--- config.mk ---
export PLATFORM = sky130hd
export DESIGN_NAME = intersection_controller
export DESIGN_NICKNAME = d
export VERILOG_FILES = /design/src/rtl/intersection_controller.sv
export SDC_FILE = /design/constraint.sdc
export NUM_CORES = 1
export LEC_CHECK = 0
export BUFFER_PORTS_ARGS = -buffer_cell sky130_fd_sc_hd__buf_4
export CAP_MARGIN = 10
export CELL_PAD_IN_SITES_DETAIL_PLACEMENT = 1
export CELL_PAD_IN_SITES_GLOBAL_PLACEMENT = 1
export CORE_ASPECT_RATIO = 1.25
export CORE_MARGIN = 2
export CORE_UTILIZATION = 43
export DETAILED_ROUTE_END_ITERATION = 8
export PLACE_DENSITY = 0.78
export REMOVE_ABC_BUFFERS = 1
export SYNTH_ARGS = -nofsm -noshare
export SYNTH_HDL_FRONTEND = slang
export SYNTH_SLANG_ARGS = --single-unit
--- constraint.sdc ---
create_clock -name clk -period 4.3 [get_ports clk]
set_clock_uncertainty 0.05 [all_clocks]
set_input_delay 0.43 -clock clk [delete_from_list [all_inputs] [get_ports clk]]
set_output_delay 0.43 -clock clk [all_outputs]
set_load 0.01 [all_outputs]
--- src/rtl/intersection_controller.sv ---
// Two-approach intersection sequencer with optional protected left-turn
// phases, fixed per-state dwell times and an emergency all-red hold.
//
// state    | meaning
// CLR_NS   | all red, clearance before the NS approach is served
// NS_LEFT  | NS protected left arrow
// NS_GREEN | NS green
// NS_YEL   | NS yellow
// CLR_EW   | all red, clearance before the EW approach is served
// EW_LEFT  | EW protected left arrow
// EW_GREEN | EW green
// EW_YEL   | EW yellow
// EMERG    | all red, held while emergency is asserted
module intersection_controller #(
    parameter int unsigned T_LEFT  = 5,
    parameter int unsigned T_GREEN = 10,
    parameter int unsigned T_YEL   = 3,
    parameter int unsigned T_CLR   = 2
) (
    input  logic       clk,
    input  logic       rst_n,
    input  logic       emergency,
    input  logic       left_req_ns,
    input  logic       left_req_ew,
    output logic [3:0] ns_out,
    output logic [3:0] ew_out,
    output logic [3:0] phase,
    output logic       emerg_active
);

    typedef enum logic [3:0] {
        CLR_NS   = 4'd0,
        NS_LEFT  = 4'd1,
        NS_GREEN = 4'd2,
        NS_YEL   = 4'd3,
        CLR_EW   = 4'd4,
        EW_LEFT  = 4'd5,
        EW_GREEN = 4'd6,
        EW_YEL   = 4'd7,
        EMERG    = 4'd8
    } state_t;

    localparam logic [3:0] LAMP_ARROW = 4'b1001;
    localparam logic [3:0] LAMP_GREEN = 4'b0100;
    localparam logic [3:0] LAMP_YEL   = 4'b0010;
    localparam logic [3:0] LAMP_RED   = 4'b0001;

    // Counter value on the final cycle of each state.
    localparam logic [4:0] LAST_LEFT  = 5'(T_LEFT - 1);
    localparam logic [4:0] LAST_GREEN = 5'(T_GREEN - 1);
    localparam logic [4:0] LAST_YEL   = 5'(T_YEL - 1);
    localparam logic [4:0] LAST_CLR   = 5'(T_CLR - 1);

    state_t     state_q, state_d;
    logic [4:0] cnt_q, cnt_d;
    logic       ns_pend_q, ns_pend_d;
    logic       ew_pend_q, ew_pend_d;
    logic       last_ew_q, last_ew_d;
    logic       emerg_pend_q, emerg_pend_d;
    logic [3:0] ns_out_q, ew_out_q, phase_q;
    logic       emerg_q;
    logic [7:0] lamps_d;

    // Lamp pair {ns, ew} shown in a given state; at most one approach is non-red.
    function automatic logic [7:0] lamps(state_t s);
        case (s)
            NS_LEFT:  return {LAMP_ARROW, LAMP_RED};
            NS_GREEN: return {LAMP_GREEN, LAMP_RED};
            NS_YEL:   return {LAMP_YEL,   LAMP_RED};
            EW_LEFT:  return {LAMP_RED, LAMP_ARROW};
            EW_GREEN: return {LAMP_RED, LAMP_GREEN};
            EW_YEL:   return {LAMP_RED, LAMP_YEL};
            default:  return {LAMP_RED, LAMP_RED};
        endcase
    endfunction

    // Next-state, dwell counter and side-flag logic.
    always_comb begin
        state_d = state_q;
        case (state_q)
            CLR_NS:   if (emergency) state_d = EMERG;
                      else if (cnt_q == LAST_CLR) state_d = ns_pend_q ? NS_LEFT : NS_GREEN;
            NS_LEFT:  if (emergency) state_d = NS_YEL;
                      else if (cnt_q == LAST_LEFT) state_d = NS_GREEN;
            NS_GREEN: if (emergency || cnt_q == LAST_GREEN) state_d = NS_YEL;
            NS_YEL:   if (cnt_q == LAST_YEL) state_d = (emerg_pend_q || emergency) ? EMERG : CLR_EW;
            CLR_EW:   if (emergency) state_d = EMERG;
                      else if (cnt_q == LAST_CLR) state_d = ew_pend_q ? EW_LEFT : EW_GREEN;
            EW_LEFT:  if (emergency) state_d = EW_YEL;
                      else if (cnt_q == LAST_LEFT) state_d = EW_GREEN;
            EW_GREEN: if (emergency || cnt_q == LAST_GREEN) state_d = EW_YEL;
            EW_YEL:   if (cnt_q == LAST_YEL) state_d = (emerg_pend_q || emergency) ? EMERG : CLR_NS;
            EMERG:    if (!emergency) state_d = last_ew_q ? CLR_NS : CLR_EW;
            default:  state_d = CLR_NS;
        endcase

        cnt_d = (state_d != state_q) ? 5'd0 : cnt_q + 5'd1;

        // A request seen during its own left phase counts as already served.
        ns_pend_d = (state_q == NS_LEFT) ? 1'b0 : (ns_pend_q | left_req_ns);
        ew_pend_d = (state_q == EW_LEFT) ? 1'b0 : (ew_pend_q | left_req_ew);

        last_ew_d = last_ew_q;
        if (state_d != state_q) begin
            if (state_d == EW_LEFT || state_d == EW_GREEN) last_ew_d = 1'b1;
            if (state_d == NS_LEFT || state_d == NS_GREEN) last_ew_d = 1'b0;
        end

        // Remembers an emergency seen while an approach is lit so that a
        // request dropped during the forced yellow still ends in EMERG.
        emerg_pend_d = emerg_pend_q;
        if (state_d == EMERG && state_q != EMERG)
            emerg_pend_d = 1'b0;
        else if (emergency && (state_q == NS_LEFT || state_q == NS_GREEN || state_q == NS_YEL ||
                               state_q == EW_LEFT || state_q == EW_GREEN || state_q == EW_YEL))
            emerg_pend_d = 1'b1;

        lamps_d = lamps(state_d);
    end

    // State, flags and outputs all update on the same edge; outputs are
    // registered copies of the decode of the state being entered.
    always_ff @(posedge clk or negedge rst_n) begin
        if (!rst_n) begin
            state_q      <= CLR_NS;
            cnt_q        <= 5'd0;
            ns_pend_q    <= 1'b0;
            ew_pend_q    <= 1'b0;
            last_ew_q    <= 1'b1;
            emerg_pend_q <= 1'b0;
            ns_out_q     <= LAMP_RED;
            ew_out_q     <= LAMP_RED;
            phase_q      <= 4'd0;
            emerg_q      <= 1'b0;
        end else begin
            state_q      <= state_d;
            cnt_q        <= cnt_d;
            ns_pend_q    <= ns_pend_d;
            ew_pend_q    <= ew_pend_d;
            last_ew_q    <= last_ew_d;
            emerg_pend_q <= emerg_pend_d;
            ns_out_q     <= lamps_d[7:4];
            ew_out_q     <= lamps_d[3:0];
            phase_q      <= state_d;
            emerg_q      <= (state_d == EMERG);
        end
    end

    assign ns_out       = ns_out_q;
    assign ew_out       = ew_out_q;
    assign phase        = phase_q;
    assign emerg_active = emerg_q;

endmodule

After elaboration in Yosys (flattened, before gate mapping)

Cells that the tools add are included.

Register bits after elaboration: 22
Input bits: 5
Output and inout bits: 13
Word-level logic and storage cells: 75

Add/subtract/negate cells: 1
Equal/unequal tests: 21
Mux-type cells: 27
Bitwise logic cells: 2
Reductions and logical operators: 15

Operators with widths:

| operator            | number |
|---|---|
| $mux 4              | 15 |
| $pmux 8 s6          | 1 |
| $pmux 4 s9          | 1 |
| $eq 4x3->1 const B  | 7 |
| $eq 4x2->1 const B  | 4 |
| $logic_or 1x1->1    | 9 |
| $eq 4x1->1 const B  | 2 |
| $eq 4x4->1 const B  | 2 |
| $mux 1              | 6 |
| $add 5x1->5 const B | 1 |
| $eq 5x1->1 const B  | 1 |
| $eq 5x2->1 const B  | 1 |
| $eq 5x3->1 const B  | 1 |
| $eq 5x4->1 const B  | 1 |
| $mux 5              | 1 |
| $logic_not 4->1     | 1 |
| $mux 2              | 2 |
| $ne 4x4->1          | 1 |
| $ne 4x4->1 const B  | 1 |
| $reduce_bool 2->1   | 2 |
| $mux 3              | 1 |
| $logic_and 1x1->1   | 2 |
| $or 1x1->1          | 2 |
| $reduce_and 2->1    | 1 |

Depth between registers and ports, before layout

Gate-level depths: netlist (run 1).

Depth in word-level cells: 9
Depth in mapped cells: 8
Mapped depth without buffers: 8

Worst setup path before layout (run 1)

Ideal clock, no wire load.

Path kind: reg-to-reg
Start point: register cnt_q[0]
End point: register last_ew_q
Setup time: 0.083 ns
Arrival time: 1.699 ns
Required time: 4.167 ns
Path slack: 2.468 ns
Cell stages (with the launch flop): 8
Path through: dfrtp_1 -> inv_1 -> ha_1 -> nand4b_2 -> or2_4 -> a221oi_4 -> o21ai_0 -> o32a_1

Longest elaborated chain between the ends: 8
Elaborated cells on any way between the ends: 28

RTL lines:

| item                                       | RTL line | RTL |
|---|---|---|
| from (decl)                                | 55       | `logic [4:0] cnt_q, cnt_d;` |
| from (signal assigned)                     | 137      | `cnt_q <= cnt_d;` |
| $eq 5x3->1, or another cell as far along   | 84, 90   |  |
| $mux 4, or another cell as far along       | 90       | `else if (cnt_q == LAST_LEFT) state_d = EW_GREEN;` |
| $mux 4, or another cell as far along       | 89       | `EW_LEFT: if (emergency) state_d = EW_YEL;` |
| $pmux 4 s9 *                               | 80       | `case (state_q)` |
| $eq 4x3->1, or another cell as far along   | 105      | `if (state_d == EW_LEFT \|\| state_d == EW_GREEN) last_ew_d = 1'b1;` |
| $logic_or 1x1->1, on equally long branches | 105, 106 |  |
| $reduce_bool 2->1 (no source line)         | -        |  |
| $reduce_and 2->1 (no source line)          | -        |  |
| to (signal assigned)                       | 140      | `last_ew_q <= last_ew_d;` |
| to (decl)                                  | 58       | `logic last_ew_q, last_ew_d;` |

Every way passes the cells marked *; elsewhere a longest branch is shown, timed or not.
A chain may end at the register's enable or synchronous reset.

Final worst setup path (run 1)

Start point: register cnt_q[1]
End point: register cnt_q[3]

Longest elaborated chain between the ends: 6
Elaborated cells on any way between the ends: 21

RTL lines:

| item                                     | RTL line | RTL |
|---|---|---|
| $eq 5x3->1, or another cell as far along | 84, 90   |  |
| $mux 4, or another cell as far along     | 90       |  |
| $mux 4, or another cell as far along     | 89       |  |
| $pmux 4 s9                               | 80       |  |
| $ne 4x4->1                               | 97       | `cnt_d = (state_d != state_q) ? 5'd0 : cnt_q + 5'd1;` |
| $mux 5 *                                 | 97       |  |
| named net cnt_d[3]                       | 55       |  |

The timed path passes the listed nets; every way through them passes the cells marked *.

==> reports/qor.csv, run 1 <==
stage;metric;value;unit
yosys;netlist.area_leader.share;0.387;
clock_network;clockBufferDepth;2;
worst_setup_path;cp_data_required_time;4460;ps
global_route;grt-ovfl-total;0;
floorplanning;core;0.00271;sq mm
sta;setup_violations;0;
yosys;synthesis.area;0.00123;sq mm
detailed_routing;drc;0;
sta;hold_violations;0;
yosys;synth_xor_xnor_area_share;0.0214;
worst_setup_path;crit_path_start_kind;register;
place;gp_congestion;0.810;
clock_network;cts_tree;done;
global_route;met3_usage;0.0187;
floorplanning;dieArea;0.00330;sq mm
global_route;antenna_found_initial;0;
clock_network;clkLatencyLatePin;310;ps
detailed_routing;wl;2840;microns
detailed_routing;vias;953;
finish;fin_util;0.520;
clock_network;clk_transition_reported_paths;120;ps
floorplanning;start_util;0.454;
clock_network;cts.sinks;22;
worst_setup_path;slowest_delay;420;ps
sta;max_freq;0.484;GHz
yosys;synthSimpleGateAreaFrac;0.241;
yosys;synth_cell_types;47;
clock_network;clockRootBuffer;clkbuf_4;
worst_setup_path;crit_path_end_kind;register;
sta;worst_pin_slew;540;ps
finish;fillCellCount;297;
clock_network;cts_max_level;1;
sta;finalCritPeriodShare;0.480;
global_route;grt_first_pass_wirelength;4970;microns
global_route;first_global_vias;1034;
yosys;synth.area.top_cells;dfrtp_1 39%, dfstp_2 6.4%, ha_1 4.1%, nor2_1 3.1%, a211oi_1 2.4%;
pwr;leakage;0.645;nW
yosys;yosys.area_share.adder;0.0408;
detailed_routing;drt-vias-per-instance;5.71;
place;io_buffers;17;
finish;seq_area;554;sq um
finish;final_nets;143;
yosys;syn_avg_cell_area;10.5;sq um
yosys;yosysTopAreaCell;dfrtp_1;
clock_network;cts_buffers;3;
yosys;muxShareOfSynthArea;0.00815;
global_route;grt_use_met2;0.359;
worst_setup_path;path_class;reg -> reg;
sta;period_needed;2060;ps
yosys;yosys_most_used_dff;dfrtp_1;
sta;rsz0062_at_grt;false;
yosys;async_flop_share;1.00;
detailed_routing;drt_iter0_markers;6;
sta;maxSlewViolCount;0;
worst_setup_path;path_max_fanout;5;
floorplanning;rows;21;
finish;multi_input_area;606;sq um
job;drv_cap;0;
worst_setup_path;worst_path_max_delay_cell;dfrtp_1;
global_route;grtUsageMet1;0.250;
pwr;power_density;599;mW/mm^2
yosys;synth_common_cells;19 x dfrtp_1, 10 x nor2_1, 7 x inv_1, 5 x a21oi_1, 5 x nand2_1;
detailed_routing;drt_pass1_iterations;4;
global_route;grt_max_degree;23;
floorplanning;dieHeight;63.7;microns
finish;drive_gt1_frac;0.263;
yosys;synth_top_family_by_area;simple AND/OR/NAND/NOR gates;
detailed_routing;routedWlPerCell;17.0;microns
global_route;grt_use_total;0.198;
floorplanning;fp.dieW;51.8;microns
global_route;grt_busiest_layer;met2;
pwr;total_power;0.000843;W
yosys;yosysSeqAreaShare;0.452;
floorplanning;io_pins;18;
status;status;finished, final reports clean;
yosys;synth-compound-area-share;0.182;
finish;area_growth;14.6;%
yosys;synth_most_common_cell;dfrtp_1;
sta;fin_setup_tns;0;ps
detailed_routing;drt.antenna.violating_nets;0;
place;dp_hpwl;2160;microns
worst_setup_path;cp.arrival;2230;ps
yosys;synthCells;117;
finish;diodes;0;
hold_path;hp-class;in -> reg;
pwr;vdd_drop_max;0.000310;V
yosys;synth_edf_count;0;
worst_setup_path;cp_cell_sequence;inv_1 > ha_1 > and4bb_2 > o21a_1 > o2111ai_2 > nand3b_1 > a211oi_1;
sta;relSlewSlack;0.639;
clock_network;cts_setup_buffers;0;
yosys;ys_ff_latch;22;
yosys;ys_warn_count;0;
-- where the power goes --
part           switching (W)  internal, W
clock network      0.0000646    0.0000518
logic               0.000219     0.000162
registers          0.0000798     0.000266
total               0.000363     0.000480
-- final cells by class --
| type | count | area share |
|---|---|---|
| clock buffers | 4 | 0.0258 |
| inverters | 8 | 0.0214 |
| multi-input cells | 81 | 0.431 |
| flip-flops and latches | 22 | 0.394 |
| well taps | 34 | 0.0302 |
| repair buffers | 18 | 0.0979 |
-- worst max-delay path, delay by kind of cell, from the launching register on --
kind | cells | cell delay, ps
AOI/OAI and AO/OA | 3 | 780
adders and majority gates | 1 | 190
buffers and inverters | 1 | 80
DFF | 1 | 420
and+or+nand+nor | 2 | 440
-- cells in the final DEF, fill, tap and decap left out, drive strengths merged, types with 2 or more instances in the layout --
| master | synthesis | routed |
|---|---|---|
| and4bb | 2 | 2 |
| nand4 | 2 | 2 |
| nor2b | 2 | 2 |
| a21oi | 5 | 5 |
| or2 | 2 | 2 |
| nor2 | 10 | 10 |
| nand2 | 5 | 5 |
| xor2 | 2 | 2 |
| nand3 | 5 | 5 |
| ha | 4 | 4 |
| o21a | 2 | 2 |
| dfrtp | 19 | 19 |
| dfstp | 3 | 3 |
| nand4b | 2 | 2 |
| buf | 5 | 17 |
| clkbuf | 1 | 4 |
| o21ai | 4 | 4 |
| a211oi | 4 | 4 |
| o31ai | 2 | 2 |
| a211o | 2 | 2 |
| nand2b | 2 | 2 |
| nor3 | 3 | 3 |
| nor4 | 3 | 3 |
| inv | 8 | 8 |
| nand3b | 2 | 2 |
| and2 | 2 | 2 |
-- registers in the layout (all words and copies together) (netlist names) --
register	cells
cnt_q	5
ew_out	4
ns_out	4
emerg_pend_q	1
phase	4
ns_pend_q	1
emerg_active	1
last_ew_q	1
ew_pend_q	1
-- kinds of logic (layout without fill, tap and decap cells) --
group,Yosys count,in the layout
simple gates,47,47
compound gates,26,26
flops,22,22
buf+inv,14,30
fa+ha+maj,4,4
xor+xnor,3,3
mux,1,1
-- what timing repair did --
action / CTS / global route
gates resized for setup: 0 / 0
hold buffers: 1 / 0
endpoints found under the hold margin: 19 / 0
-- path summary, 6_finish.rpt --
check                       startpoint   endpoint  slack (ps)  cells after the start
hold reg to reg               cnt_q[0]   cnt_q[0]         480                      1
setup reg to reg              cnt_q[1]   cnt_q[3]        2240                      7
setup / recovery              cnt_q[1]   cnt_q[3]        2240                      7
hold / removal             left_req_ew  ew_pend_q         310                      3
max in group asynchronous        rst_n  ew_out[0]        3460                      2
min in group asynchronous        rst_n  ns_pend_q         470                      2
-- through the flow --
stage	std cells	cell area [sq um]	setup slack, ps	hold WS [ps]
after floorplan	111	1190	2460	84.4
after global placement	162	1360	2370	275
after detailed placement	162	1360	2240	286
after CTS	167	1410	2200	309
after global routing	167	1410	2090	314
final	167	1410	2240	308
-- metal layers --
| layer | wire [microns] | up-vias | part of all wire |
|---|---|---|---|
| li1 | - | 453 | - |
| met1 | 1240 | 485 | 0.44 |
| met2 | 1500 | 13 | 0.53 |
| met3 | 73 | 2 | 0.026 |
| met4 | 21 | 0 | 0.0074 |
| met5 | 0 | - | 0 |
(Power assumes the default switching activity.)
==> inputs of run 2 (changes only) <==
--- a/config.mk
+++ b/config.mk
@@ -11,9 +11,9 @@
 export CELL_PAD_IN_SITES_GLOBAL_PLACEMENT = 1
 export CORE_ASPECT_RATIO = 1.25
 export CORE_MARGIN = 2
-export CORE_UTILIZATION = 43
+export CORE_UTILIZATION = 39
 export DETAILED_ROUTE_END_ITERATION = 8
-export PLACE_DENSITY = 0.78
+export PLACE_DENSITY = 0.75
 export REMOVE_ABC_BUFFERS = 1
 export SYNTH_ARGS = -nofsm -noshare
 export SYNTH_HDL_FRONTEND = slang
==> constraint.sdc (replaced) <==
create_clock -name clk -period 1.8 [get_ports clk]
set_clock_uncertainty 0.05 [all_clocks]
set_input_delay 0.18 -clock clk [delete_from_list [all_inputs] [get_ports clk]]
set_output_delay 0.18 -clock clk [all_outputs]
set_load 0.01 [all_outputs]
==> run 2 against run 1 <==
Compared with the run above: non-clock buffer count rose by 28; global-route usage rose by 2.5 points; final area up 20%; the run now ends with negative setup slack left; flip-flop and latch count stayed put; critical path depth shrank 1.
==> reports/qor.csv, run 2 (synthesis results as in run 1) <==
stage;metric;value;unit;change
pwr;power_density;1450;mW/mm^2;was 599 mW/mm^2
detailed_routing;drt-vias-per-instance;5.51;;was 5.71
global_route;grt_max_degree;23;;unchanged
worst_setup_path;reg2regPathDepth;6;;was 7
place;dpl_worst_slack;-153;ps;was 2240 ps
sta;period_needed;1920;ps;was 2060 ps
finish;drive_gt1_frac;0.472;;was 0.263
finish;largest_register_ff_count;5;;unchanged
worst_setup_path;cp_data_required_time;1970;ps;was 4460 ps
place;io_buffers;17;;unchanged
detailed_routing;routedWlPerCell;17.6;microns;was 17.0 microns
detailed_routing;wl;3470;microns;was 2840 microns
floorplanning;dieArea;0.00361;sq mm;was 0.00330 sq mm
worst_setup_path;cp_cell_sequence;ha_1 > and4bb_2 > o21a_1 > o2111ai_2 > nand3b_1 > a211oi_1;;was inv_1 > ha_1 > and4bb_2 > o21a_1 > o2111ai_2 > nand3b_1 > a211oi_1
floorplanning;start_util;0.413;;was 0.454
floorplanning;dieHeight;66.7;microns;was 63.7 microns
worst_setup_path;cp.arrival;2090;ps;was 2230 ps
clock_network;clkLatencyLatePin;310;ps;about the same
sta;setup_violations;12;;was 0
floorplanning;fp.dieW;54.2;microns;was 51.8 microns
finish;fillCellCount;338;;was 297
worst_setup_path;regToRegStartpoint;cnt_q[0];;was cnt_q[1]
pwr;switchingPower;0.00102;W;was 0.000363 W
job;drv_cap;0;;unchanged
worst_setup_path;crit_path_start_kind;register;;unchanged
global_route;grt_use_total;0.223;;was 0.198
clock_network;cts_buffers;3;;unchanged
sta;worst_pin_slew;563;ps;was 540 ps
worst_setup_path;path_class;reg -> reg;;unchanged
finish;largest-register;cnt_q;;unchanged
worst_setup_path;r2r_setup_slack;-120;ps;was 2240 ps
worst_setup_path;cp_top_family;compound AO/OA/AOI/OAI gates;;unchanged
worst_setup_path;path_max_fanout;5;;unchanged
sta;hold_violations;0;;unchanged
global_route;antenna_found_initial;0;;unchanged
place;dp_hpwl;2510;microns;was 2160 microns
hold_path;hold_depth;3;;unchanged
clock_network;cts_tree;done;;unchanged
pwr;vdd_drop_max;0.000877;V;was 0.000310 V
hold_path;hold_path_startpoint;left_req_ns;;was left_req_ew
status;status;finished with violations;;was finished, final reports clean
worst_setup_path;worst_path_max_delay_cell;dfrtp_1;;unchanged
sta;finalCritPeriodShare;1.07;;was 0.480
worst_setup_path;path_buf_inv;0;;was 1
floorplanning;io_pins;18;;unchanged
hold_path;hold_end;ns_pend_q;;was ew_pend_q
worst_setup_path;slowest_delay;430;ps;was 420 ps
finish;final_cell_mix;45 x buf_4, 17 x dfrtp_1, 9 x nor2_1;;was 19 x dfrtp_1, 17 x buf_4, 10 x nor2_1
pwr;p_int;0.00143;W;was 0.000480 W
clock_network;clockRootBuffer;clkbuf_4;;unchanged
finish;final_common_cell;buf_4;;was dfrtp_1
hold_path;hp-class;in -> reg;;unchanged
worst_setup_path;r2r-end;cnt_q[3];;unchanged
detailed_routing;drt_pass1_iterations;5;;was 4
worst_setup_path;crit_cells;6;;was 7
worst_setup_path;crit_path_end_kind;register;;unchanged
finish;area_growth;37.8;%;was 14.6%
detailed_routing;vias;1086;;was 953
detailed_routing;drt.antenna.violating_nets;0;;unchanged
sta;maxSlewViolCount;0;;unchanged
detailed_routing;drc;0;;unchanged
finish;diodes;0;;unchanged
clock_network;cts.sinks;22;;unchanged
sta;whs;77.7;ps;was 308 ps
pwr;switching_share;0.417;;was 0.431
sta;relSlewSlack;0.624;;was 0.639
finish;final_nets;171;;was 143
detailed_routing;drt_iter0_markers;21;;was 6
global_route;first_global_vias;1205;;was 1034
clock_network;clockBufferDepth;2;;unchanged
sta;setup_slack;-124;ps;was 2240 ps
place;gp_congestion;0.823;;was 0.810
pwr;leakage;0.801;nW;was 0.645 nW
pwr;pwr-share-clk;0.111;;was 0.138
clock_network;clk_transition_reported_paths;110;ps;was 120 ps
pwr;seqPwrFrac;0.316;;was 0.410
clock_network;cts_max_level;1;;unchanged
status;violations;negative setup slack;;
sta;rsz0062_at_grt;true;;was false
pwr;p_comb_frac;0.573;;was 0.452
global_route;grt-ovfl-total;0;;unchanged
floorplanning;core;0.00297;sq mm;was 0.00271 sq mm
global_route;grt_first_pass_wirelength;5840;microns;was 4970 microns
floorplanning;rows;22;;was 21
sta;max_freq;0.520;GHz;was 0.484 GHz
-- run 2: cell count changes in the layout (fill, tap and decap cells not counted), sizes merged --
cell | previous run | this run
buf | 17 | 45
-- run 2: cell type report --
class,instances,area (sq um),share of cell area
Inverter,8,30.0,0.0178
Clock buffer,4,36.3,0.0214
Tap cell,36,45.0,0.0266
Sequential cell,22,557,0.329
Multi-Input combinational cell,81,676,0.399
Timing Repair Buffer,46,348,0.206
-- run 2: how the worst max path moves through the flow --
stage | to | startpoint | slack (ps)
3_3_place_gp | last_ew_q | cnt_q[0] | -100
6_report | cnt_q[3] | cnt_q[0] | -120
3_5_place_dp | last_ew_q | cnt_q[0] | -150
4_1_cts | ns_out[2] | cnt_q[0] | -110
2_1_floorplan | last_ew_q | cnt_q[0] | -40
5_1_grt | ns_out[3] | cnt_q[1] | -200
-- run 2: stage by stage --
stage,util,total power [W],instance area [sq um],std cells,TNS [ps]
floorplan,-,0.00141,1190,111,-76.4
global placement,0.519,0.00193,1540,188,-481
detailed placement,0.519,0.00199,1540,188,-1140
CTS,0.560,0.00239,1660,195,-908
global route,0.569,0.00264,1690,197,-2190
finish,0.569,0.00246,1690,197,-950
-- run 2: power by group through the flow --
stage                     registers, W  clock network, W  logic (W)
final                         0.000777          0.000272    0.00141
after global routing          0.000795          0.000299    0.00154
after CTS                     0.000770          0.000277    0.00135
after detailed placement      0.000768                 0    0.00122
after global placement        0.000760                 0    0.00117
after floorplan               0.000817                 0   0.000589
-- run 2: tightest hold or removal path, stage by stage --
cell,delay [ps]
buf_4,80
nor2_1,30
a21oi_1,110
-- run 2: per-layer routing --
layer  vias to the layer above  track usage  wire [microns]  part of all wire
li1                        512            -               -                 -
met1                       536        0.283            1460              0.42
met2                        30        0.372            1800              0.52
met3                         8       0.0269             117             0.034
met4                         0       0.0938              90             0.026
met5                         -            0               0                 0
-- run 2: timing repair --
| item | CTS | global route |
|---|---|---|
| hold buffers | 1 | 0 |
| setup endpoints to repair | 13 | 16 |
| resized for setup | 14 | 5 |
| pin swaps | 13 | 5 |
| gates cloned | 0 | 0 |
| setup buffers | 2 | 2 |
| hold endpoints to repair | 22 | 0 |
